File: src/rtl/bar_stream_fifo.sv
// rtl/bar_stream_fifo.sv - first-word fall-through valid/ready FIFO for the bar stream
// Optional occupancy output enabled by defining BAR_FIFO_LEVEL_EN.
module bar_stream_fifo #(
  parameter int WIDTH = 32,
  parameter int DEPTH = 4
) (
  input  logic                     clk,
  input  logic                     rst,
  input  logic [WIDTH-1:0]         in_data,
  input  logic                     in_valid,
  output logic                     in_ready,
  output logic [WIDTH-1:0]         out_data,
  output logic                     out_valid,
  input  logic                     out_ready
`ifdef BAR_FIFO_LEVEL_EN
  ,
  output logic [$clog2(DEPTH):0]   level
`endif
);

  localparam int AW = $clog2(DEPTH);
  localparam int CW = AW + 1;

  logic [AW-1:0]    wr_ptr_q, wr_ptr_d;
  logic [AW-1:0]    rd_ptr_q, rd_ptr_d;
  logic [CW-1:0]    count_q, count_d;
  logic [WIDTH-1:0] mem_q [DEPTH];

  logic full, empty, push, pop;

  assign full      = (count_q == CW'(DEPTH));
  assign empty     = (count_q == '0);
  // in_ready depends only on registered state and rst, never on out_ready
  assign in_ready  = !full && !rst;
  assign out_valid = !empty;
  assign out_data  = empty ? '0 : mem_q[rd_ptr_q];

  assign push = in_valid && in_ready;
  assign pop  = out_valid && out_ready;

  always_comb begin
    wr_ptr_d = wr_ptr_q;
    rd_ptr_d = rd_ptr_q;
    count_d  = count_q;
    if (push) wr_ptr_d = wr_ptr_q + AW'(1);
    if (pop)  rd_ptr_d = rd_ptr_q + AW'(1);
    case ({push, pop})
      2'b10:   count_d = count_q + CW'(1);
      2'b01:   count_d = count_q - CW'(1);
      default: count_d = count_q;
    endcase
  end

  always_ff @(posedge clk) begin
    if (rst) begin
      wr_ptr_q <= '0;
      rd_ptr_q <= '0;
      count_q  <= '0;
    end else begin
      wr_ptr_q <= wr_ptr_d;
      rd_ptr_q <= rd_ptr_d;
      count_q  <= count_d;
    end
  end

  // Storage is not reset; push is already blocked while rst is high
  always_ff @(posedge clk) begin
    if (push) mem_q[wr_ptr_q] <= in_data;
  end

`ifdef BAR_FIFO_LEVEL_EN
  assign level = count_q;
`endif

endmodule

File: config.mk
export PLATFORM = sky130hd
export DESIGN_NAME = bar_stream_fifo
export DESIGN_NICKNAME = d
export VERILOG_FILES = /design/src/rtl/bar_stream_fifo.sv
export SDC_FILE = /design/constraint.sdc
export NUM_CORES = 1
export LEC_CHECK = 0
export ABC_AREA = 1
export BUFFER_PORTS_ARGS = -buffer_cell sky130_fd_sc_hd__buf_2
export CORE_MARGIN = 5
export CORE_UTILIZATION = 57
export CTS_CLUSTER_DIAMETER = 50
export DETAILED_ROUTE_END_ITERATION = 10
export GPL_TIMING_DRIVEN = 0
export HOLD_SLACK_MARGIN = 0.1
export PLACE_DENSITY_LB_ADDON = 0.08
export SLEW_MARGIN = 5
export SYNTH_ARGS = -nofsm -noshare
export SYNTH_HDL_FRONTEND = slang
export SYNTH_SLANG_ARGS = --single-unit
export TNS_END_PERCENT = 20
File: constraint.sdc
create_clock -name clk -period 3.1 [get_ports clk]
set_input_delay 0.155 -clock clk [delete_from_list [all_inputs] [get_ports clk]]
set_output_delay 0.155 -clock clk [all_outputs]
set_load 0.02 [all_outputs]
-- Word-level counts from Yosys, hierarchy flattened
Memory sizes are Yosys's and may differ from the RTL's. A register that Yosys moved wholly into a read port is not among the register bits.
Cells that the tools add are included.
Widths: inputs -> output; s select.
- memories kept: 1
- memory bits (writable): 128
- flip-flop bits (word level): 7
- output and inout port bits: 34
- reductions and logical operators: 8
- add/sub/neg operators: 4
- muxes and demuxes: 6
- equal/unequal tests: 3
- memories (memory ; depth ; width ; rd ports ; clocked after memory_dff ; write ports ; line ; source):
    mem_q ; 4 ; 32 ; 1 ; 1 ; 1 ; 27 ; logic [WIDTH-1:0] mem_q [DEPTH];
- operator list (operator ; number):
    $mux 32 ; 1
    $pmux 3 s2 ; 1
    $add 2x1->2 const B ; 2
    $mux 2 ; 2
    $add 3x1->3 const B ; 1
    $eq 3x3->1 const B ; 1
    $logic_and 1x1->1 ; 3
    $logic_not 1->1 ; 3
    $logic_not 3->1 ; 1
    $sub 3x1->3 const B ; 1
    $eq 2x1->1 const B ; 1
    $eq 2x2->1 const B ; 1
    $mux 1 ; 2
    $reduce_bool 2->1 ; 1

-- Logic depth before layout (Yosys ltp)
- word-level depth: 6
- mapped depth: 13
- mapped depth without buffers: 13

-- Least setup slack after synthesis
OpenSTA, ideal clock, no wires.
- path type: register to register
- start: register count_q[1]
- end: memory mem_q[0][0] (enable)
- required time: 2.679 ns
- period minus slack after synthesis: 2.444 ns
- arrival: 2.023 ns
- setup time: 0.421 ns
- setup slack: 0.656 ns
- stages on the path, launching flop included: 5
- cell sequence: dfxtp_1 nor2_1 nand2_1 nand3_1 nor2_1
- longest elaborated chain between the ends: 6
- ends and longest elaborated chain (what ; line ; source):
    start, declared ; 26 ; logic [CW-1:0] count_q, count_d;
    start signal, assigned ; 62 ; count_q <= count_d;
    $eq 3x3->1 ; 31 ; assign full = (count_q == CW'(DEPTH));
    $logic_not 1->1 ; 34 ; assign in_ready = !full && !rst;
    $logic_and 1x1->1 ; 34 ;
    $logic_and 1x1->1 ; 38 ; assign push = in_valid && in_ready;
    $mux 1 ; 68 ; if (push) mem_q[wr_ptr_q] <= in_data;
    $mux 1 (not written as such) ; 68 ;
    end, declared ; 27 ;
No other way between the ends.

==> summary.txt <==
Run status
  – Status: complete, no violations

Route
  – Met3 routed WL: around 740 um
  – Routed vias: 3672
  – Final Routed Wirelength: 12.0 mm
  – Remaining DRCs: 0
  – WL/cell: 16.8 um
  – Routed wl met2: 6.33 mm
  – Via-per-instance ratio: between 5 and 6
  – Met1 wire length: 4.80 mm
  – Routed Antenna Nets: 0
  – Top routing layer in use: met4
  – Initial DRC Count: 217
  – First-pass iteration count of the detailed router: 5

GRT
  – Grt ovf: 0
  – Number of global-route vias before repair: 3827
  – First-pass GRT wire length: 19.1 mm
  – Largest net degree at the start of global routing: 28
  – Initial antenna violation count: 0
  – Gr usage total: 21.9%

Synth
  – Synth area leaders: edfxtp_1, nor2_1, a21oi_1
  – Synthesized flop and latch total: 137
  – Async SR Flop Fraction: 0%
  – Syn avg cell area: 12.2 sq um
  – Cell area after synthesis: 5460 sq um
  – Distinct cell type count after synthesis: 17
  – Predominant post-synthesis flop cell: edfxtp_1
  – Cells after synthesis: 448
  – Synth Net Count: 490
  – Commonest cells in the netlist: nor2_1, edfxtp_1, a21oi_1
  – Synth warn: 0
  – Post-synthesis sequential area ratio: 73.7%
  – Cell accounting for the most synthesized area: edfxtp_1
  – Count leader, synth: nor2_1
  – Post-synth EDFFs: 128
  – Top-area cell type share of the netlist area: 70.4%

Power and ir drop
  – Cell Int Power: 3.84 mW
  – VDD IR-drop max: 600 uV
  – Tot Pwr: 5.79 mW
  – Pwr per Cell Area: 829 nW/um^2
  – Leak Pwr: around 2.6 nW
  – Net Sw Frac: 33.6%
  – Clock network power share: about a third
  – Combinational fraction of design power: 31.2%
  – Part of the power in registers: 37.4%
  – Net Switching: 1.95 mW

Clocking
  – CTS tree: built
  – Cts hold-fix bufs: 36
  – Max Root-Sink Buffers: 2
  – Worst-Skew Late Latency: 520 ps
  – Postcts setup bufs: 0
  – Clk slew on worst S/H paths: 60 ps
  – Root buffer cell: clkbuf_8
  – CTS resizes: 0
  – H-tree lvl count: 4
  – TritonCTS Buffers: 17
  – CTS Sinks: 137

Die
  – Initial cell density of the core: 58.8%
  – Die H: 108 um
  – # IOs: 70
  – Rows: 35
  – Placeable core area: 9280 sq um
  – Die area: 11600 sq um
  – Die X: 108 um

STA
  – Final setup viols: 0
  – Worst setup margin: 880 ps
  – Fin Clk Skew: 4.87 ps
  – Fmax: around 450 MHz
  – Worst-Margin Slew: 593 ps
  – Fin. Hold Viols: 0
  – Fin Setup TNS: 0 ps
  – Final slew viol count: 0
  – Slew HR: 60.5%
  – Final period util: 71.6%
  – Unrepaired setup endpoints after global routing: false
  – Fin crit period: 2220 ps

Setup path
  – R2R Path Start: count_q[1]$_SDFFE_PP0P_
  – CP endpoint kind: output pin
  – Crit-path cells: inv_2, clkbuf_1, o21ai_0, a21oi_1, buf_2
  – Crit start category: register
  – Slowest CP cell: clkbuf_1
  – Setup CP Type: reg2out
  – Max incr delay on CP: between 400 and 500 ps
  – Crit path DAT: around 2100 ps
  – Delay-heaviest family, CP: buffers and inverters
  – Worst Path Buf+Inv: 3
  – Worst r2r path cells: 12
  – Worst EP required: 2940 ps
  – Levels on crit path: 5
  – Critical path fanouts, max: 10

Finish
  – Multi-input gate area: ~1200 sq um
  – Ant. Diodes: 0
  – Layout area overhead: 28.0%
  – Number of filler cells placed in the layout: 631
  – Register Area: 4020 sq um
  – Share of layout cells above drive strength 1: 20.1%
  – Final #Nets: 618

Worst hold path
  – Worst Hold Class: in2reg
  – Hold Path Stages: 2
  – Hold path start: in_data[28]

Placed design
  – Hpwl dp: 7.20 mm
  – IO buf count: 69
  – Gp weighted congestion: 0.747
  – Pre-CTS setup slack: 956 ps

Flow run
  – Total of max-cap violations: 0
[worst paths after layout]
kind	to	slack [ps]
min reg2reg	wr_ptr_q[1]$_SDFFE_PP0P_	500
max reg2reg	count_q[2]$_SDFFE_PP0P_	950
min	mem_q[3][28]$_DFFE_PP_	380
max	out_data[15]	880
[power by group through the flow]
stage	clock (mW)	sequential (mW)	combinational, mW
finish	1.82	2.17	1.81
global route	1.92	2.18	1.98
CTS	1.83	2.17	1.83
detailed placement	0	2.20	1.78
global placement	0	2.21	1.72
floorplan	0	2.20	1.16
[worst register-to-register path: stages (launching register included)]
cell     delay (ps)
dfxtp_1         320
nor2_1          190
nand2_1         100
nand3_1         390
ha_1            260
inv_1            60
fa_1            390
inv_1            70
nand2_1          40
nand3_1          80
nand2_1          60
nand2_1          50
nor2_1           40
[state kept, by name, indices dropped and copies added, names as in the netlist, named ones only]
signal,cells
count_q,3
wr_ptr_q,2
rd_ptr_q,2
mem_q,128
[layer usage]
layer | up-vias | global-route usage, %
met5 | - | 0
met3 | 12 | 5.04
li1 | 1823 | -
met2 | 113 | 38.8
met1 | 1724 | 26.4
met4 | 0 | 7.30
[per-stage QoR]
step | utilization [%] | cell area, sq um | hold WS (ps) | std cells
2_1_floorplan | - | 5460 | 233 | 448
3_3_place_gp | 64.3 | 5970 | 367 | 646
3_5_place_dp | 65.7 | 6100 | 373 | 650
4_1_cts | 75.3 | 6990 | 372 | 716
5_1_grt | 75.3 | 6990 | 385 | 716
6_report | 75.3 | 6990 | 384 | 716
[logic make-up (layout without fill, tap and decap cells)]
kind of cell | Yosys count | count (layout) | synth area share [%]
buffers and inverters | 43 | 182 | 4.24
DFF | 137 | 137 | 73.7
and+or+nand+nor | 159 | 159 | 11.1
adders and majority gates | 6 | 6 | 1.51
AOI/OAI and AO/OA | 103 | 103 | 9.44
[layout by cell type (no fill, tap or decap), drive strengths merged]
cell type,count
a21oi,36
buf,88
bufinv,2
clkbuf,28
clkinv,5
clkinvlp,3
dfxtp,9
dlygate4sd3,36
edfxtp,128
fa,1
ha,5
inv,20
nand2,14
nand3,5
nand4,1
nor2,139
o21ai,67
[cell type report]
class,count,area share (%)
clock buffer,20,6.09
timing repair buffer,109,11.6
clock inverter,10,1.50
sequential,137,57.6
tap,129,2.31
multi-input combinational,268,17.7
inverter,20,1.07
buffer,23,2.24
(Power assumes the default switching activity.)
